### config.mk
export PLATFORM = sky130hd
export DESIGN_NAME = sar_magnitude_search
export DESIGN_NICKNAME = d
export VERILOG_FILES = /design/src/rtl/sar_magnitude_search.sv
export SDC_FILE = /design/constraint.sdc
export NUM_CORES = 1
export LEC_CHECK = 0
export ABC_CLOCK_PERIOD_IN_PS = 1850
export CAP_MARGIN = 0
export CORE_ASPECT_RATIO = 0.9
export CORE_UTILIZATION = 43
export DETAILED_ROUTE_END_ITERATION = 12
export HOLD_SLACK_MARGIN = 0.03
export PLACE_DENSITY = 0.7
export REMOVE_ABC_BUFFERS = 1
export SYNTH_ARGS = -nofsm -noshare
export SYNTH_HDL_FRONTEND = slang
export SYNTH_SLANG_ARGS = --single-unit
### constraint.sdc
create_clock -name clk -period 1.85 [get_ports clk]
set_input_delay 0.555 -clock clk [delete_from_list [all_inputs] [get_ports clk]]
set_output_delay 0.555 -clock clk [all_outputs]
set_load 0.02 [all_outputs]
### src/rtl/sar_magnitude_search.sv
// Successive-approximation search for the A operand of an external magnitude
// comparator: drives its B operand one bit per cycle, MSB first.
module sar_magnitude_search #(
   parameter int WIDTH = 4
) (
   input  logic             clk,
   input  logic             rst_n,
   input  logic             start,
   input  logic             less,
   input  logic             equal,
   input  logic             greater,
   output logic [WIDTH-1:0] trial,
   output logic [WIDTH-1:0] result,
   output logic             busy,
   output logic             done,
   output logic             err
);
   localparam int IW = (WIDTH > 1) ? $clog2(WIDTH) : 1;

   typedef enum logic [1:0] {
      S_IDLE   = 2'd0,
      S_TEST   = 2'd1,
      S_FINISH = 2'd2
   } state_t;

   state_t           state_q, state_d;
   logic [WIDTH-1:0] trial_q, trial_d;
   logic [WIDTH-1:0] result_q, result_d;
   logic [IW-1:0]    index_q, index_d;
   logic             busy_q, busy_d;
   logic             done_q, done_d;
   logic             err_q, err_d;
   logic             one_hot;
   logic [WIDTH-1:0] bit_mask;
   logic [WIDTH-1:0] kept;

   // Exactly one comparator flag may be high; anything else is a broken response.
   assign one_hot  = (less ^ equal ^ greater) & ~(less & equal & greater);
   assign bit_mask = WIDTH'(1) << index_q;
   assign kept     = greater ? trial_q : (trial_q & ~bit_mask);

   always_ff @(posedge clk or negedge rst_n) begin
      if (!rst_n) begin
         state_q  <= S_IDLE;
         trial_q  <= '0;
         result_q <= '0;
         index_q  <= IW'(WIDTH - 1);
         busy_q   <= 1'b0;
         done_q   <= 1'b0;
         err_q    <= 1'b0;
      end else begin
         state_q  <= state_d;
         trial_q  <= trial_d;
         result_q <= result_d;
         index_q  <= index_d;
         busy_q   <= busy_d;
         done_q   <= done_d;
         err_q    <= err_d;
      end
   end

   always_comb begin
      state_d = state_q;
      case (state_q)
         S_IDLE: begin
            if (start) state_d = S_TEST;
         end
         S_TEST: begin
            if (!one_hot)             state_d = S_IDLE;
            else if (equal)           state_d = S_FINISH;
            else if (index_q == '0)   state_d = less ? S_FINISH : S_IDLE;
         end
         S_FINISH: state_d = S_IDLE;
         default:  state_d = S_IDLE;
      endcase
   end

   always_comb begin
      trial_d  = trial_q;
      result_d = result_q;
      index_d  = index_q;
      err_d    = 1'b0;
      case (state_q)
         S_IDLE: begin
            if (start) begin
               trial_d = WIDTH'(1) << (WIDTH - 1);
               index_d = IW'(WIDTH - 1);
            end
         end
         S_TEST: begin
            if (!one_hot) begin
               err_d    = 1'b1;
               result_d = '0;
            end else if (equal) begin
               result_d = trial_q;
            end else if (index_q == '0) begin
               // greater at the last bit means A lies above every remaining candidate
               if (less) begin
                  result_d = trial_q & ~bit_mask;
               end else begin
                  err_d    = 1'b1;
                  result_d = '0;
               end
            end else begin
               trial_d = kept | (bit_mask >> 1);
               index_d = index_q - IW'(1);
            end
         end
         default: ;
      endcase
      busy_d = (state_d == S_TEST);
      done_d = (state_d == S_FINISH);
   end

   assign trial  = trial_q;
   assign result = result_q;
   assign busy   = busy_q;
   assign done   = done_q;
   assign err    = err_q;
endmodule

Yosys cells after proc, flatten, opt, wreduce, memory -nomap -nowiden. Index checks and enable logic that the tools add are counted.

Register bits after elaboration: 15. Latch bits: 0. Memory bits (writable): 0. Bits in read-only memories: 0. Bits of input ports: 6. Output and inout bits: 11. Word-level logic and storage cells: 57. Memories kept: 0.

Add/sub/neg operators: 1. Multiply operators: 0. Div/mod/pow operators: 0. Magnitude comparators: 0. Eq/ne operators: 8. Shift-type cells: 1. Multiplexer cells: 26. Bitwise logic cells: 9. Reduce and logical (&&, ||, !) cells: 5.

Operators by type and width (number): $mux 4 (9); $mux 2 (9); $ne 2x2->1 const B (4); $pmux 2 s2 (2); $pmux 4 s2 (1); $mux 1 (5); $reduce_and 5->1 (1); $and 4x4->4 (1); $eq 2x1->1 const B (2); $logic_not 2->1 (2); $not 4->4 (1); $or 4x3->4 (1); $shl 1x2->4 const A (1); $and 1x1->1 (3); $ne 3x2->1 const B (1); $eq 2x2->1 const B (1); $reduce_and 2->1 (1); $reduce_bool 2->1 (1); $sub 2x1->2 const B (1); $xor 1x1->1 (2); $not 1->1 (1).

Logic depth before layout (Yosys ltp). Gate-level depths: netlist (run 1).

Depth in word-level cells: 9. Depth in mapped cells: 6. Mapped depth without buffers: 5.

Worst setup path before layout (run 1). No wires, ideal clock.

Path type: input to register. Start: in less. End: reg result_q[1] (netlist: result[1]). Library setup time: 125 ps. Data arrival time: 2075 ps. Data required time: 1725 ps. Setup slack: -350 ps. Stages: 5. Buffers on the path: 0. Path through: ha_1 -> or3b_4 -> and2_2 -> o311ai_4 -> mux2_2.

Cells in the longest elaborated chain, start to end: 6. Elaborated cells between the ends (all ways): 12. Classes of those cells: 1 x eq/ne; 4 x mux; 6 x bitwise; 1 x reduce/logical.

Ends and longest elaborated chain: start: declaration (RTL line 9) `input logic less,`; $and 1x1->1 (2 in a row) (RTL line 38) `assign one_hot = (less ^ equal ^ greater) & ~(less & equal & greater);`; $not 1->1 (RTL line 38); $and 1x1->1 (RTL line 38); $ne 3x2->1 (no line); $reduce_and 2->1 (no line); end signal: assignment (RTL line 54) `result_q <= result_d;`; end: declaration (RTL line 28) `logic [WIDTH-1:0] result_q, result_d;`.

Several ways; a longest one is shown, not always the timed one. The select of a mux whose other input is x is not followed. A chain may end at the register's enable or synchronous reset.

Worst setup path in the final report (run 1).
Start: in equal. End: reg result_q[3] (netlist: result[3]).

Cells in the longest elaborated chain, start to end: 6. Elaborated cells between the ends (all ways): 10. Classes of those cells: 1 x eq/ne; 2 x mux; 6 x bitwise; 1 x reduce/logical.

Ends and longest elaborated chain: start: declaration (RTL line 10) `input logic equal,`; $and 1x1->1 (2 in a row) (RTL line 38); $not 1->1 (RTL line 38); $and 1x1->1 (RTL line 38); $ne 3x2->1 (no line); $reduce_and 2->1 (no line).

Several ways; a longest one is shown, not always the timed one.

==> impl_metrics.csv, run 1 <==
group,metric,value,unit
global_route,track_usage,19.5,%
route,post_drt_wl_per_cell,13.8,um
route,route.detailed.drc,0,
critical_path,cp_num_buf_inv,1,
pwr,power_frac_seq,43.7,%
timing,rsz0062_at_grt,"yes",
timing,finalSetupTns,-373,ps
place,hpwl,1.26,mm
critical_path,required,2030,ps
route,vias,644,
floorplan,die_area,0.00198,mm^2
place,routabilityCongestion,0.827,
hold_path,hp-class,"flip-flop to flip-flop",
pwr,combPwrFrac,35.8,%
critical_path,critPathTopFamily,"simple AND/OR/NAND/NOR gates",
place,port_buffers,16,
place,placedCellCount,119,
yosys,yosysWarnings,0,
timing,skew,8.70,ps
finish,syn2layout_area_growth,49.9,%
finish,fin_cells,125,
pwr,p_clk_share,20.5,%
floorplan,ios,17,
yosys,yosys.area.top_type,"dfrtp_1",
global_route,grt_pass1_wl,2.73,mm
yosys,ys_types,24,
floorplan,coreArea,0.00168,mm^2
finish,layout-drive-gt1-share,39.6,%
pwr,netSwitchingFraction,32.1,%
critical_path,critPathMaxFanout,4,
floorplan,initial_core_util,46.2,%
route,drt-total-wl,1.72,mm
clock_tree,hold_buffers,0,
critical_path,cp-end-kind,"flip-flop",
yosys,synthTopCellsByArea,"dfrtp_1 42%, ha_1 8.1%, dfstp_2 6.8%, mux2_2 4.3%, a21oi_1 3.9%",
finish,antenna_cells,0,
global_route,grt_start_max_net_pins,16,
route,first_pass_iters,5,
yosys,netlist_area,777,um^2
timing,worst_pin_slew,365,ps
floorplan,core.rowCount,14,
critical_path,crit_chain,"buf_8, ha_4, or3b_4, and2_4, o311ai_4, mux2_4",
global_route,antenna_found_initial,0,
finish,fillers,134,
timing,maxSlewViolCount,0,
status,violations,"setup timing",
clock_tree,cts_max_level,1,
critical_path,arrival,2110,ps
pwr,internal_power,0.618,mW
run,cap_violations,0,
critical_path,cpMaxStageDelayCell,"or3b_4",
floorplan,die_w,46.8,um
yosys,netlist_instances,67,
clock_tree,insertion_delay,280,ps
clock_tree,cts_tree,"yes",
pwr,ir_worst_vdd,0.000485,V
clock_tree,cts-buffers-inserted,3,
pwr,leakagePower,0.596,nW
critical_path,start_kind,"input pin",
yosys,synth_seq_area_share,48.6,%
global_route,grt-ovfl-total,0,
yosys,yosysTopAreaCellShare,41.9,%
global_route,grt_pass1_vias,612,
yosys,avgSynthCellArea,11.6,um^2
timing,relSlewSlack,75.6,%
clock_tree,clk_path_buf_depth,2,
yosys,ys_ff_latch,15,
route,first_iter_violations,14,
pwr,netSwitchingPower,0.292,mW
timing,fin_crit_sh,105,%
floorplan,die_h,42.3,um
timing,setup-violations-final,7,
timing,period_needed,1940,ps
clock_tree,cts.sink_count,15,
clock_tree,path_clk_slew,100,ps
status,status,"finished, violations left",
timing,setup_ws,-87.1,ps
critical_path,crit_type,"input pin to flip-flop",
route,ant_nets,0,
critical_path,cpPeakStageDelay,400,ps
pwr,powerDensity,781,mW/mm^2
route,vias_per_cell,5.15,
timing,max_freq,516,MHz
clock_tree,root_buffer,"clkbuf_4",
timing,final_hold_viol_count,0,
finish,layout.nets,113,
==> power groups by stage <==
stage | Sequential [mW] | Combinational (mW) | Clock, mW
after floorplan | 0.441 | 0.115 | 0
after global placement | 0.402 | 0.291 | 0
after detailed placement | 0.404 | 0.297 | 0
after CTS | 0.397 | 0.314 | 0.194
after global routing | 0.402 | 0.355 | 0.210
final | 0.398 | 0.326 | 0.186
==> worst register-to-register path, stage by stage, from the launching register on <==
cell	delay, ps
dfstp_2	530
inv_1	60
ha_1	240
buf_4	170
o311ai_4	370
mux2_4	340
==> cell usage after synthesis <==
cell type	n
a2111oi_4	1
a31oi_1	1
dfrtp_1	13
dfstp_2	2
and3_1	3
or2b_2	1
nor2_1	5
inv_1	6
and2_2	1
buf_6	1
nand2b_1	3
nand2b_2	1
and3_2	2
mux2_2	3
a32o_1	1
a221o_1	2
or3b_4	1
a21oi_1	6
nor2_2	1
ha_1	5
nor3b_1	1
nand2_1	2
o311ai_4	1
nor3_1	4
==> timing repair <==
action | in CTS | in global routing
gates resized for setup | 23 | 8
setup buffers | 1 | 1
setup endpoints to repair | 18 | 12
pin swaps | 7 | 4
==> placed cells by master (no fill, tap or decap), types with 3 or more instances in the layout <==
| cell | count |
|---|---|
| buf_4 | 14 |
| nand2b_1 | 3 |
| clkbuf_4 | 3 |
| and3_1 | 3 |
| dlymetal6s2s_1 | 3 |
| a21oi_1 | 5 |
| dlygate4sd2_1 | 4 |
| inv_1 | 6 |
| nor2_1 | 5 |
| ha_1 | 4 |
| clkdlybuf4s50_1 | 7 |
| mux2_4 | 3 |
| dfrtp_1 | 13 |
==> area by class of cell <==
class                           instances  area [um^2]  area share [%]
Sequential cell                        15          378            32.4
Clock inverter                          1         5.00           0.430
Inverter                                6         22.5            1.93
Clock buffer                            3         22.5            1.93
Timing Repair Buffer                   31          285            24.5
Tap cell                               24         30.0            2.58
Multi-Input combinational cell         45          422            36.2
==> path summary, 6_finish.rpt <==
kind,depth (start not counted),endpoint,from,slack (ps)
hold reg to reg,1,result[0],result[0],520
hold / removal,1,result[0],result[0],520
setup reg to reg,5,result[3],index_q[0],50
max in group asynchronous,2,index_q[0],rst_n,1020
setup / recovery,6,result[3],equal,-90
min in group asynchronous,2,result[0],rst_n,580
==> state kept, by name, summed over array words and instances, names as in the netlist <==
register  count
busy          1
result        4
index_q       2
err           1
state_q       2
trial         4
done          1
==> per-stage QoR <==
stage               setup slack (ps)  total power [mW]  util, %  area (um^2)  hold WS, ps
floorplan                       -399             0.556        -          766          259
global placement                -808             0.694     62.6         1050          484
detailed placement              -874             0.701     62.6         1050          497
CTS                             -140             0.905     66.9         1120          521
global route                   -99.3             0.967     69.3         1160          534
finish                         -87.1             0.910     69.3         1160          516
==> cells by family (layout without fill, tap and decap cells) <==
group | after synthesis | count (layout) | synth area share (%)
compound gates | 12 | 12 | 15.5
simple gates | 25 | 25 | 19.2
flops | 15 | 15 | 48.6
fa+ha+maj | 5 | 5 | 8.05
mux | 3 | 3 | 4.35
buf+inv | 7 | 41 | 4.35
==> per-layer routing <==
layer	part of all wire [%]	track usage, %	vias up
met4	0.87	5.71	0
met5	0	0	-
met3	5.3	4.74	4
li1	-	-	303
met2	50	32.5	22
met1	44	24.4	315
(Power assumes the default switching activity.)
==> run 2: changes to the inputs <==
Settings changed: SLEW_MARGIN set to 40.
==> results of run 2 <==
Final layout, timing and power as in run 1 (identical DEF).
